**src/rtl/comma_word_aligner.sv**
```systemverilog
// Bit-clock K28.5 comma word aligner with hunt/check/locked qualification.
// Optional off-boundary comma counter (ErrCnt) enabled by ALIGN_ERR_CNT_EN.
module comma_word_aligner #(
  parameter logic [9:0] COMMA_P    = 10'h17C,
  parameter int         LOCK_COUNT = 3,
  parameter int         LOSS_COUNT = 4
) (
  input  logic       BitCLK,
  input  logic       Reset_n,
  input  logic       Serial,
  output logic [9:0] RxParallel_10,
  output logic       RxValid,
  output logic       CommaDet,
  output logic       Locked
`ifdef ALIGN_ERR_CNT_EN
  ,
  output logic [7:0] ErrCnt
`endif
);

  typedef enum logic [1:0] {HUNT, CHECK, LOCKED} state_t;

  localparam logic [3:0] LOCK_C = 4'(LOCK_COUNT);
  localparam logic [3:0] LOSS_C = 4'(LOSS_COUNT);

  state_t     state, state_next;
  logic [9:0] sh, win;
  logic [3:0] ph, good_cnt, bad_cnt;
  logic       comma_hit, boundary;
  logic       emit, realign, good_load, good_inc, good_clr, bad_clr, bad_inc;

  // Window includes the bit arriving this edge, so a word is emitted with no extra latency.
  assign win       = {Serial, sh[9:1]};
  assign comma_hit = (win == COMMA_P) || (win == ~COMMA_P);
  assign boundary  = (ph == 4'd9);

  always_ff @(posedge BitCLK or negedge Reset_n) begin
    if (!Reset_n) state <= HUNT;
    else          state <= state_next;
  end

  always_comb begin
    state_next = state;
    case (state)
      HUNT:    if (comma_hit) state_next = CHECK;
      CHECK:   if (comma_hit && boundary && (good_cnt + 4'd1 == LOCK_C)) state_next = LOCKED;
      LOCKED:  if (comma_hit && !boundary && (bad_cnt + 4'd1 == LOSS_C)) state_next = HUNT;
      default: state_next = HUNT;
    endcase
  end

  always_comb begin
    emit      = 1'b0;
    realign   = 1'b0;
    good_load = 1'b0;
    good_inc  = 1'b0;
    good_clr  = 1'b0;
    bad_clr   = 1'b0;
    bad_inc   = 1'b0;
    case (state)
      HUNT: begin
        if (comma_hit) begin
          realign   = 1'b1;
          emit      = 1'b1;
          good_load = 1'b1;
        end
      end
      CHECK: begin
        if (comma_hit && boundary) begin
          emit     = 1'b1;
          good_inc = 1'b1;
          bad_clr  = (good_cnt + 4'd1 == LOCK_C);
        end else if (comma_hit) begin
          realign   = 1'b1;
          emit      = 1'b1;
          good_load = 1'b1;
        end else if (boundary) begin
          emit = 1'b1;
        end
      end
      LOCKED: begin
        // Off-boundary commas are tolerated up to LOSS_COUNT without moving the boundary.
        if (boundary) begin
          emit    = 1'b1;
          bad_clr = comma_hit;
        end else if (comma_hit) begin
          bad_inc  = 1'b1;
          good_clr = (bad_cnt + 4'd1 == LOSS_C);
        end
      end
      default: ;
    endcase
  end

  always_ff @(posedge BitCLK or negedge Reset_n) begin
    if (!Reset_n) begin
      sh            <= '0;
      ph            <= '0;
      good_cnt      <= '0;
      bad_cnt       <= '0;
      RxParallel_10 <= '0;
      RxValid       <= 1'b0;
      CommaDet      <= 1'b0;
      Locked        <= 1'b0;
    end else begin
      sh <= win;
      if (realign || boundary) ph <= 4'd0;
      else                     ph <= ph + 4'd1;

      if (good_load)     good_cnt <= 4'd1;
      else if (good_inc) good_cnt <= good_cnt + 4'd1;
      else if (good_clr) good_cnt <= 4'd0;

      if (bad_clr)      bad_cnt <= 4'd0;
      else if (bad_inc) bad_cnt <= bad_cnt + 4'd1;

      if (emit) RxParallel_10 <= win;
      RxValid  <= emit;
      CommaDet <= emit && comma_hit;
      Locked   <= (state_next == LOCKED);
    end
  end

`ifdef ALIGN_ERR_CNT_EN
  logic err_hit;
  assign err_hit = comma_hit && !boundary && (state != HUNT);

  always_ff @(posedge BitCLK or negedge Reset_n) begin
    if (!Reset_n)                       ErrCnt <= '0;
    else if (err_hit && ErrCnt != 8'hFF) ErrCnt <= ErrCnt + 8'd1;
  end
`endif

endmodule

```
**config.mk**
```make
export PLATFORM = sky130hd
export DESIGN_NAME = comma_word_aligner
export DESIGN_NICKNAME = d
export VERILOG_FILES = /design/src/rtl/comma_word_aligner.sv
export SDC_FILE = /design/constraint.sdc
export NUM_CORES = 1
export LEC_CHECK = 0
export ABC_AREA = 1
export BUFFER_PORTS_ARGS = -buffer_cell sky130_fd_sc_hd__buf_4
export CAP_MARGIN = 20
export CORE_ASPECT_RATIO = 2
export CORE_MARGIN = 2
export CORE_UTILIZATION = 35
export CTS_BUF_LIST = sky130_fd_sc_hd__clkbuf_8
export CTS_CLUSTER_SIZE = 8
export DETAILED_ROUTE_END_ITERATION = 6
export GPL_ROUTABILITY_DRIVEN = 1
export PLACE_DENSITY = 0.48
export SYNTH_ARGS = -nofsm -noshare
export SYNTH_HDL_FRONTEND = slang
export SYNTH_SLANG_ARGS = --single-unit
```
**constraint.sdc**
```tcl
create_clock -name BitCLK -period 2.6 [get_ports BitCLK]
set_input_delay 0.52 -clock BitCLK [delete_from_list [all_inputs] [get_ports BitCLK]]
set_output_delay 0.52 -clock BitCLK [all_outputs]
set_load 0.05 [all_outputs]
```
==> key figures <==
Run status
  – Status: finished, final reports clean

Detailed routing
  – Via count: 1,364
  – Antenna violation net count after detailed routing: 0
  – Drt drc: 0
  – Router iterations before antenna repair: 4
  – DRT iter0 DRCs: 25
  – Via density: 4.624
  – Drt wl/cell: 11.52 um
  – WL final: 3399 um

Final layout
  – Fin cells: 295
  – # diodes: 0
  – Reg area: 900.9 um^2
  – Filler Cells Inserted: 538
  – # nets final: 247
  – Layout cells sized above 1: 0.2894
  – Multi-input gate area: 842.1 um^2
  – Area Overhead vs Synth: 14.58%
  – Commonest non-fill, non-tap cell in the layout: nand2_1
  – Commonest non-fill, non-tap cells in the layout: nand2_1 (47), dfrtp_1 (36), inv_1 (25), nand3_1 (18), buf_4 (15)

Global route
  – Vias in the first global route: 1,402
  – Overall Global Routing Usage: 0.1323
  – Overflow after GRT: 0
  – Antenna violations before repair: 0
  – Largest net degree at the start of global routing: 37
  – First-pass GRT wire length: 6382 um

Synthesis
  – Syn_area_per_cell: 8.864 um^2
  – Synth async-reset ratio: 1.000
  – Top_reg_cell synth: dfrtp_1
  – Ys Warns: 0
  – Register area share after synthesis: 0.4749
  – Mapped Cells: 214
  – Net count after synthesis: 227
  – Synth Cell Area: 0.001897 mm^2
  – #FFs+latches synth: 36
  – Post-synth EDFFs: 0
  – Synth unique cells: 25

Clocking
  – Clock transition at path regs: 70 ps
  – CTS resizes: 0
  – Clk root buf: clkbuf_8
  – Clock tree buffer depth: 2
  – Inserted Clock Buffers: 5
  – H-tree levels: 2
  – Hold buffer count at cts: 0
  – Clk Latency, worst-skew pair: 290 ps
  – Sink Count: 36
  – Setup bufs post-CTS: 0
  – CTS tree: built

Placed design
  – PortBufs: 15
  – HPWL after DPL: 2518 um
  – Routability cong.: 0.8476
  – Inst Count DP: 287

Power
  – Switching Fraction: 0.3957
  – Reg power frac: 0.385
  – Comb power frac: 0.375
  – Static Leak: 1.157 nW
  – Internal power: 0.001218 W
  – Peak supply drop: 638.0 uV
  – Net Switching: 0.0007972 W
  – PwrDens: 927.0 mW/mm^2
  – Clk pwr share: 0.240
  – Total power: 0.002015 W

Setup path
  – Critical path required time: 2770 ps
  – Slowest-stage cell, CP: dfrtp_1
  – Crit path largest cell delay: 440 ps
  – Crit path DAT: 2030 ps
  – Critical path class: reg -> reg
  – Startpoint types: flop
  – Crit-path max FO: 22
  – Crit path capture type: flop
  – Critical Path, Cell by Cell: inv_1 > ha_1 > inv_1 > nand2_1 > nand2_4 > nand2_4 > nand3_4 > nand2_1 > o21ai_2

Floorplanning
  – Die area: 0.006060 mm^2
  – Boundary pin count: 16
  – Die Span Y: 108.1 um
  – Die X-Extent: 56.06 um
  – Initial Utilization: 0.3562
  – Total core area: 0.005325 mm^2
  – Rows: 38

Timing
  – Peak Freq: 0.5367 GHz
  – Slew Viols, Final: 0
  – Fin Hold WS: 177.4 ps
  – Slew @ Worst Pin: 449.8 ps
  – Worst Clk Skew: 8.771 ps
  – Crit path time final: 1863 ps
  – Max_slew headroom: 0.7001
  – # setup viols final: 0
  – Final hold viol count: 0
  – Total negative slack: 0 ps
  – Final period util: 0.7166
  – RSZ-0062 raised after global routing: false

Flow run
  – Max-cap violation count: 0

Min path
  – Hold WC Path Type: in -> async
power groups by stage:
stage                     clock network, W  logic (W)  registers, W
after CTS                         0.000507   0.000768      0.000778
after global routing              0.000527   0.000834      0.000794
after detailed placement                 0   0.000764      0.000788
after global placement                   0   0.000761      0.000785
final                             0.000483   0.000755      0.000776
after floorplan                          0   0.000300       0.00105
metal layers:
| layer | GRT usage | share of wire | vias to the layer above |
|---|---|---|---|
| li1 | - | - | 714 |
| met1 | 0.1653 | 0.47 | 624 |
| met2 | 0.2143 | 0.48 | 17 |
| met3 | 0.02871 | 0.024 | 9 |
| met4 | 0.06463 | 0.029 | 0 |
| met5 | 0 | 0 | - |
path summary, 6_finish.rpt:
| path | from | end | slack (ps) | depth (start not counted) |
|---|---|---|---|---|
| worst min register to register | sh[4] | sh[3] | 430 | 0 |
| worst min-delay path | Reset_n | RxParallel_10[2] | 180 | 1 |
| worst max register to register | state[1] | RxParallel_10[0] | 740 | 9 |
| min in group BitCLK | Serial | sh[9] | 350 | 1 |
| max in group asynchronous | Reset_n | bad_cnt[3] | 2100 | 1 |
| worst max-delay path | state[1] | RxParallel_10[0] | 740 | 9 |
synth_stat cells, types with 2 or more instances:
master / number / area, um^2
a21oi_1: 2 / 10.01
nor2_2: 5 / 31.28
dfrtp_1: 36 / 900.9
nand3_1: 18 / 90.09
nand4_1: 4 / 25.02
inv_2: 10 / 37.54
inv_1: 25 / 93.84
xor2_1: 2 / 17.52
o21ai_2: 10 / 87.58
nand2_4: 2 / 22.52
nand2_1: 47 / 176.4
nand3_2: 3 / 30.03
buf_6: 2 / 22.52
nand3b_2: 2 / 22.52
o21ai_1: 5 / 25.02
nor2_1: 13 / 48.80
nand2_2: 11 / 68.82
ha_1: 10 / 125.1
state kept, by name (all words and copies together) (netlist names):
name / cells
CommaDet: 1
RxParallel_10: 10
RxValid: 1
ph: 4
sh: 9
bad_cnt: 4
state: 2
good_cnt: 4
Locked: 1
worst max-delay path: cells and delay by family (launching register included):
kind / cells / cell delay (ps)
AO/OA/AOI/OAI: 1 / 60
AND/OR/NAND/NOR: 5 / 780
flip-flops: 1 / 440
buffers and inverters: 2 / 210
adder cells (fa/ha/maj): 1 / 260
per-stage QoR:
step                      instance area (um^2)    util  worst slack, ps
after floorplan                           1897       -             1044
after global placement                    2062  0.3872            667.0
after detailed placement                  2062  0.3872            634.0
after CTS                                 2173  0.4081            710.5
after global routing                      2173  0.4081            502.0
final                                     2173  0.4081            736.7
cells by family after synthesis:
family / share of synthesized area
flip-flops: 0.4749
AO/OA/AOI/OAI: 0.07981
adder cells (fa/ha/maj): 0.06596
XOR/XNOR: 0.01385
AND/OR/NAND/NOR: 0.2843
buffers and inverters: 0.08114
cell type report:
type                       instances  area share
clock buffer                       5     0.03166
clock inverter                     3     0.01957
inverter                          35     0.06045
multi-input combinational        141      0.3875
sequential                        36      0.4145
tap                               60     0.03454
timing repair buffer              15     0.05181
No activity file was read; power rests on OpenSTA's default activity.
